==> config.mk <==
export PLATFORM = sky130hd
export DESIGN_NAME = disp_arbiter
export DESIGN_NICKNAME = d
export VERILOG_FILES = /design/src/rtl/disp_arbiter.sv
export SDC_FILE = /design/constraint.sdc
export NUM_CORES = 1
export LEC_CHECK = 0
export BUFFER_PORTS_ARGS = -buffer_cell sky130_fd_sc_hd__buf_2
export CORE_AREA = 2 2 74 76
export CTS_BUF_LIST = sky130_fd_sc_hd__clkbuf_8
export DETAILED_ROUTE_END_ITERATION = 10
export DIE_AREA = 0 0 76 78
export PLACE_DENSITY_LB_ADDON = 0.25
export SETUP_SLACK_MARGIN = 0.05
export SYNTH_ARGS = -nofsm -noshare
export SYNTH_HDL_FRONTEND = slang
export SYNTH_SLANG_ARGS = --single-unit
==> constraint.sdc <==
create_clock -name clk -period 4.4 [get_ports clk]
set_clock_uncertainty 0.05 [all_clocks]
set_input_delay 0.88 -clock clk [delete_from_list [all_inputs] [get_ports clk]]
set_output_delay 0.88 -clock clk [all_outputs]
set_load 0.01 [all_outputs]
==> src/rtl/disp_arbiter.sv <==
// Display arbiter: rotates three sources on the 3-digit display, pre-empted by popups.
// Optional popup blink is enabled by defining DISP_ARB_POPUP_BLINK_EN.
module disp_arbiter #(
   parameter int ROT_TICKS   = 500,
   parameter int HOLD_TICKS  = 250,
   parameter int BLINK_TICKS = 50
) (
   input  logic       clk,
   input  logic       rst,
   input  logic       tick,
   input  logic [2:0] src_en,
   input  logic [9:0] src0_val,
   input  logic [9:0] src1_val,
   input  logic [9:0] src2_val,
   input  logic       pop_req,
   input  logic [9:0] pop_val,
   output logic       pop_ack,
   output logic       pop_busy,
   output logic [9:0] disp_val,
   output logic [1:0] disp_src,
   output logic       disp_blank
);

   localparam int RW = (ROT_TICKS > 1) ? $clog2(ROT_TICKS) : 1;
   localparam int HW = (HOLD_TICKS > 1) ? $clog2(HOLD_TICKS) : 1;
   localparam logic [RW-1:0] ROT_LAST  = RW'(ROT_TICKS - 1);
   localparam logic [HW-1:0] HOLD_LAST = HW'(HOLD_TICKS - 1);
   localparam logic [RW-1:0] ROT_ONE   = RW'(1);
   localparam logic [HW-1:0] HOLD_ONE  = HW'(1);

   localparam logic [1:0] IDLE   = 2'd0;
   localparam logic [1:0] ROTATE = 2'd1;
   localparam logic [1:0] POPUP  = 2'd2;

   logic [1:0]    state, state_n;
   logic [1:0]    cur, cur_n;
   logic [RW-1:0] rot_cnt, rot_n;
   logic [HW-1:0] hold_cnt, hold_n;
   logic [9:0]    pop_lat, pop_lat_n;
   logic          accept;
   logic [9:0]    val_n;
   logic [1:0]    src_n;
   logic          blank_n;

   function automatic logic [1:0] wrap3(input logic [2:0] x);
      logic [2:0] y;
      y = (x >= 3'd3) ? x - 3'd3 : x;
      return y[1:0];
   endfunction

   // First enabled index scanning s, s+1, s+2 (mod 3).
   function automatic logic [1:0] first_from(
      input logic [2:0] en,
      input logic [1:0] s
   );
      logic [1:0] a, b, c, r;
      a = s;
      b = wrap3({1'b0, s} + 3'd1);
      c = wrap3({1'b0, s} + 3'd2);
      r = s;
      if (en[c]) r = c;
      if (en[b]) r = b;
      if (en[a]) r = a;
      return r;
   endfunction

   function automatic logic [1:0] nxt(
      input logic [2:0] en,
      input logic [1:0] s
   );
      return first_from(en, wrap3({1'b0, s} + 3'd1));
   endfunction

   function automatic logic [9:0] clamp(input logic [9:0] v);
      return (v > 10'd999) ? 10'd999 : v;
   endfunction

   assign accept = pop_req & ~pop_ack;

   always_comb begin
      state_n   = state;
      cur_n     = cur;
      rot_n     = rot_cnt;
      hold_n    = hold_cnt;
      pop_lat_n = pop_lat;
      if (accept) begin
         state_n   = POPUP;
         pop_lat_n = pop_val;
         hold_n    = '0;
      end else begin
         case (state)
            ROTATE: begin
               if (src_en == 3'b000) begin
                  state_n = IDLE;
               end else if (!src_en[cur]) begin
                  cur_n = nxt(src_en, cur);
                  rot_n = '0;
               end else if (tick) begin
                  if (rot_cnt == ROT_LAST) begin
                     cur_n = nxt(src_en, cur);
                     rot_n = '0;
                  end else begin
                     rot_n = rot_cnt + ROT_ONE;
                  end
               end
            end
            POPUP: begin
               if (tick) begin
                  if (hold_cnt == HOLD_LAST) begin
                     hold_n = '0;
                     if (src_en != 3'b000) begin
                        state_n = ROTATE;
                        cur_n   = first_from(src_en, cur);
                        rot_n   = '0;
                     end else begin
                        state_n = IDLE;
                     end
                  end else begin
                     hold_n = hold_cnt + HOLD_ONE;
                  end
               end
            end
            default: begin
               if (src_en != 3'b000) begin
                  state_n = ROTATE;
                  cur_n   = first_from(src_en, cur);
                  rot_n   = '0;
               end
            end
         endcase
      end
   end

`ifdef DISP_ARB_POPUP_BLINK_EN
   localparam int BW = (BLINK_TICKS > 1) ? $clog2(BLINK_TICKS) : 1;
   localparam logic [BW-1:0] BLK_LAST = BW'(BLINK_TICKS - 1);
   localparam logic [BW-1:0] BLK_ONE  = BW'(1);

   logic [BW-1:0] blk_cnt, blk_n;
   logic          blink, blink_n;

   always_comb begin
      blk_n   = blk_cnt;
      blink_n = blink;
      if (accept) begin
         blk_n   = '0;
         blink_n = 1'b0;
      end else if (state == POPUP && tick) begin
         if (blk_cnt == BLK_LAST) begin
            blk_n   = '0;
            blink_n = ~blink;
         end else begin
            blk_n = blk_cnt + BLK_ONE;
         end
      end
   end

   always_ff @(posedge clk) begin
      if (rst) begin
         blk_cnt <= '0;
         blink   <= 1'b0;
      end else begin
         blk_cnt <= blk_n;
         blink   <= blink_n;
      end
   end
`endif

   // Outputs are derived from the next state so they land with the state.
   always_comb begin
      val_n   = 10'd0;
      src_n   = cur_n;
      blank_n = 1'b1;
      case (state_n)
         ROTATE: begin
            blank_n = 1'b0;
            case (cur_n)
               2'd1:    val_n = clamp(src1_val);
               2'd2:    val_n = clamp(src2_val);
               default: val_n = clamp(src0_val);
            endcase
         end
         POPUP: begin
            src_n = 2'd3;
            val_n = clamp(pop_lat_n);
`ifdef DISP_ARB_POPUP_BLINK_EN
            blank_n = blink_n;
`else
            blank_n = 1'b0;
`endif
         end
         default: begin
            val_n   = 10'd0;
            blank_n = 1'b1;
         end
      endcase
   end

   always_ff @(posedge clk) begin
      if (rst) begin
         state      <= IDLE;
         cur        <= 2'd0;
         rot_cnt    <= '0;
         hold_cnt   <= '0;
         pop_lat    <= 10'd0;
         pop_ack    <= 1'b0;
         pop_busy   <= 1'b0;
         disp_val   <= 10'd0;
         disp_src   <= 2'd0;
         disp_blank <= 1'b1;
      end else begin
         state      <= state_n;
         cur        <= cur_n;
         rot_cnt    <= rot_n;
         hold_cnt   <= hold_n;
         pop_lat    <= pop_lat_n;
         pop_ack    <= accept;
         pop_busy   <= (state_n == POPUP);
         disp_val   <= val_n;
         disp_src   <= src_n;
         disp_blank <= blank_n;
      end
   end

endmodule

==> metrics.md <==
| Metric | Value |
|---|---|
| CP max FO | `18` |
| Final worst-path cycle share | `0.819` |
| P_leak | `1.32 nW` |
| Number of synthesized flops with an enable pin | `0` |
| Max Clock Freq | `277 MHz` |
| Synth warn | `0` |
| FF-to-FF Start | `cur[0]$_SDFF_PP0_` |
| Largest family of logic cells by synthesized area | `compound AO/OA/AOI/OAI gates` |
| Synth Register Bits | `46` |
| Buf/Inv on CP | `1` |
| Cell mode on critical path | `o21ai_0` |
| Layout cell share with drive strength beyond 1 | `0.200` |
| Synth area leader | `dfxtp_1` |
| Vias | `2864` |
| Post-synthesis mux area share | `0.0219` |
| DRT iter0 DRCs | `279` |
| HP Class | `reg -> reg` |
| WS Path Type | `reg -> reg` |
| Setup violations, final | `0` |
| Pre-CTS setup slack | `819 ps` |
| Slew headroom | `0.558` |
| GP Congestion | `0.854` |
| Critical Path Start | `cur[0]$_SDFF_PP0_` |
| Rows | `26` |
| # clock sinks | `46` |
| Die width | `76 µm` |
| Cell with the most instances after synthesis | `dfxtp_1` |
| Post-synth top cells | `dfxtp_1, nand2_1, o21ai_0, a21oi_1, nor2_1` |
| IO Port Bufs | `61` |
| Top_reg_cell synth | `dfxtp_1` |
| VDD IR max | `198 µV` |
| Grt ovf | `0` |
| CP max stage cell | `ha_1` |
| Die area | `5930 µm²` |
| Ports | `62` |
| Tot Pwr | `1.09 mW` |
| WL/cell | `13.8 µm` |
| ANT cells | `0` |
| Worst stage delay on the critical path | `580 ps` |
| First-pass GRT wire length | `11800 µm` |
| Net Count, Synth | `421` |
| Status | `finished clean` |
| Cts repair resizes | `0` |
| Initial antenna violation count | `0` |
| Hold Vio Cnt, Final | `0` |
| Worst setup EP type | `register` |
| Fillcell total | `430` |
| Core area | `5040 µm²` |
| Final wirelength | `6690 µm` |
| Top cell type's share of synthesized area | `0.322` |
| DRC viols | `0` |
| Final min period | `3600 ps` |
| DP Wirelength | `5060 µm` |
| Post-Route Setup TNS | `0 ps` |
| Bufs on Longest Clock Path | `2` |
| Worst Path Arrival | `3740 ps` |
| Final Util | `0.654` |
| Die height | `78 µm` |
| Syn Area/Cell | `7.88 µm²` |
| Async SR Flop Fraction | `0` |
| Final #Nets | `473` |
| CP startpoint kind | `register` |
| CTS tree | `built` |
| Mapped cell area | `2860 µm²` |
| Detailed Routing Iterations Pass 1 | `5` |
| Unrepaired setup endpoints after global routing | `no` |
| Hold_buf cts | `0` |
| Post-Synth Simple-Gate Area | `0.253` |
| Avg Vias per Cell | `5.89` |
| Distinct cells, synth | `58` |
| Post-Synth Adder-Cell Area | `0.0481` |
| Synth-to-layout area growth | `15.4%` |
| P per Cell Area | `331 nW/µm²` |
| Worst-Margin Slew | `656 ps` |
| Synth Area in XOR/XNOR | `0.0153` |
| Finished Cell Area | `3300 µm²` |
| Max-Cap Viols | `0` |
| Inserted Clock Buffers | `5` |
| ANT nets after route | `0` |
| Compound-cell area share of the yosys netlist | `0.290` |
| Root Buffer | `clkbuf_8` |
| Cell Area, Placed | `3190 µm²` |
| CP top delay family | `compound AO/OA/AOI/OAI gates` |
| Area occupied by registers | `921 µm²` |
| Worst-path clk slew | `90 ps` |
| Slew Viols, Final | `0` |
| Critical Path RT | `4540 ps` |
| Sequential-to-total area share from yosys stat | `0.322` |
| Worst Hold Launch | `pop_lat[0]$_SDFF_PP0_` |
| Setup slack after layout | `796 ps` |
| Vias in the first global route | `2623` |
| Cell Chain, Critical Path | `inv_1, ha_1, nor2b_1, o21ai_0, o31ai_1, a31oi_1, a31oi_1, ha_1, o21ai_0, o21ai_0, o22ai_1` |
| Synth area leaders | `dfxtp_1, o21ai_0, a21oi_1` |
| Skew-Pair Late Insertion Delay | `300 ps` |
| Largest net degree at the start of global routing | `25` |
| H-tree Lvls | `2` |
| GRT Util Overall | `0.237` |
| Starting Density | `0.567` |
| Gate Count Post-Synth | `363` |
| Post-CTS setup repair buffer count | `0` |
| Area of the multi-input gates | `1800 µm²` |
[state kept, by name, indices dropped and copies added, names as in the netlist]
signal,count
disp_val,10
pop_lat,10
rot_cnt,9
hold_cnt,8
cur,2
disp_src,2
state,2
disp_blank,1
pop_ack,1
pop_busy,1
[layout make-up]
type | instances | area share
Tap cell | 70 | 0.0265
Inverter | 19 | 0.0216
Sequential cell | 46 | 0.279
Timing Repair Buffer | 62 | 0.0948
Clock inverter | 3 | 0.0125
Clock buffer | 5 | 0.0209
Multi-Input combinational cell | 281 | 0.545
[cells in the final DEF, fill, tap and decap left out, types with 2 or more instances in the layout]
cell,Yosys,layout
o21ai_0,35,35
or3b_2,3,3
and3b_1,7,7
buf_2,2,61
nand2b_1,6,6
nor2_1,24,24
nor3_1,10,10
nor2b_1,8,8
a211oi_1,6,6
nand2_1,39,39
o211ai_1,4,4
nand4_1,12,12
or4_1,3,3
a21oi_1,30,30
o22ai_1,5,5
mux2i_1,4,4
o21ai_1,2,2
ha_1,11,11
clkbuf_8,0,5
a31o_2,2,2
and2_1,2,2
xor2_1,5,5
a22oi_1,11,11
a31oi_1,4,4
o31ai_1,5,5
dfxtp_1,46,46
nand3_1,3,3
a21o_1,3,3
inv_1,18,19
mux2_2,2,2
a311oi_1,3,3
or3_1,10,10
[stage by stage]
stage / hold slack, ps / std cells
final: 425 / 486
after global routing: 459 / 486
after CTS: 421 / 486
after detailed placement: 408 / 478
after global placement: 393 / 478
after floorplan: 387 / 363
[worst min-delay path, delay by kind of cell, from the launching register on]
family,cells,cell delay [ps]
AOI/OAI and AO/OA,1,60
and+or+nand+nor,1,70
DFF,1,310
[cell families after synthesis]
logic type	after synthesis
and+or+nand+nor	135
AOI/OAI and AO/OA	124
DFF	46
buffers and inverters	36
adders and majority gates	11
muxes	6
xor gates and xnor gates	5
[report_power, final]
group | internal (mW) | switching [mW]
clock network | 0.167 | 0.147
registers | 0.440 | 0.0144
logic | 0.130 | 0.193
total | 0.737 | 0.354
[routing by layer]
layer / part of all wire / routed length, µm / GRT usage
met1: 0.47 / 3170 / 0.321
met2: 0.47 / 3120 / 0.383
met4: 0.013 / 87 / 0.0782
met5: 0 / 0 / 0
met3: 0.047 / 312 / 0.0442
[path summary, 6_finish.rpt]
check | to | slack, ps | cells past startpoint
min reg2reg | pop_lat[0]$_SDFF_PP0_ | 430 | 2
min | pop_lat[0]$_SDFF_PP0_ | 430 | 2
max | disp_val[1]$_SDFF_PP0_ | 800 | 11
max reg2reg | disp_val[1]$_SDFF_PP0_ | 800 | 11
(Power assumes the default switching activity.)
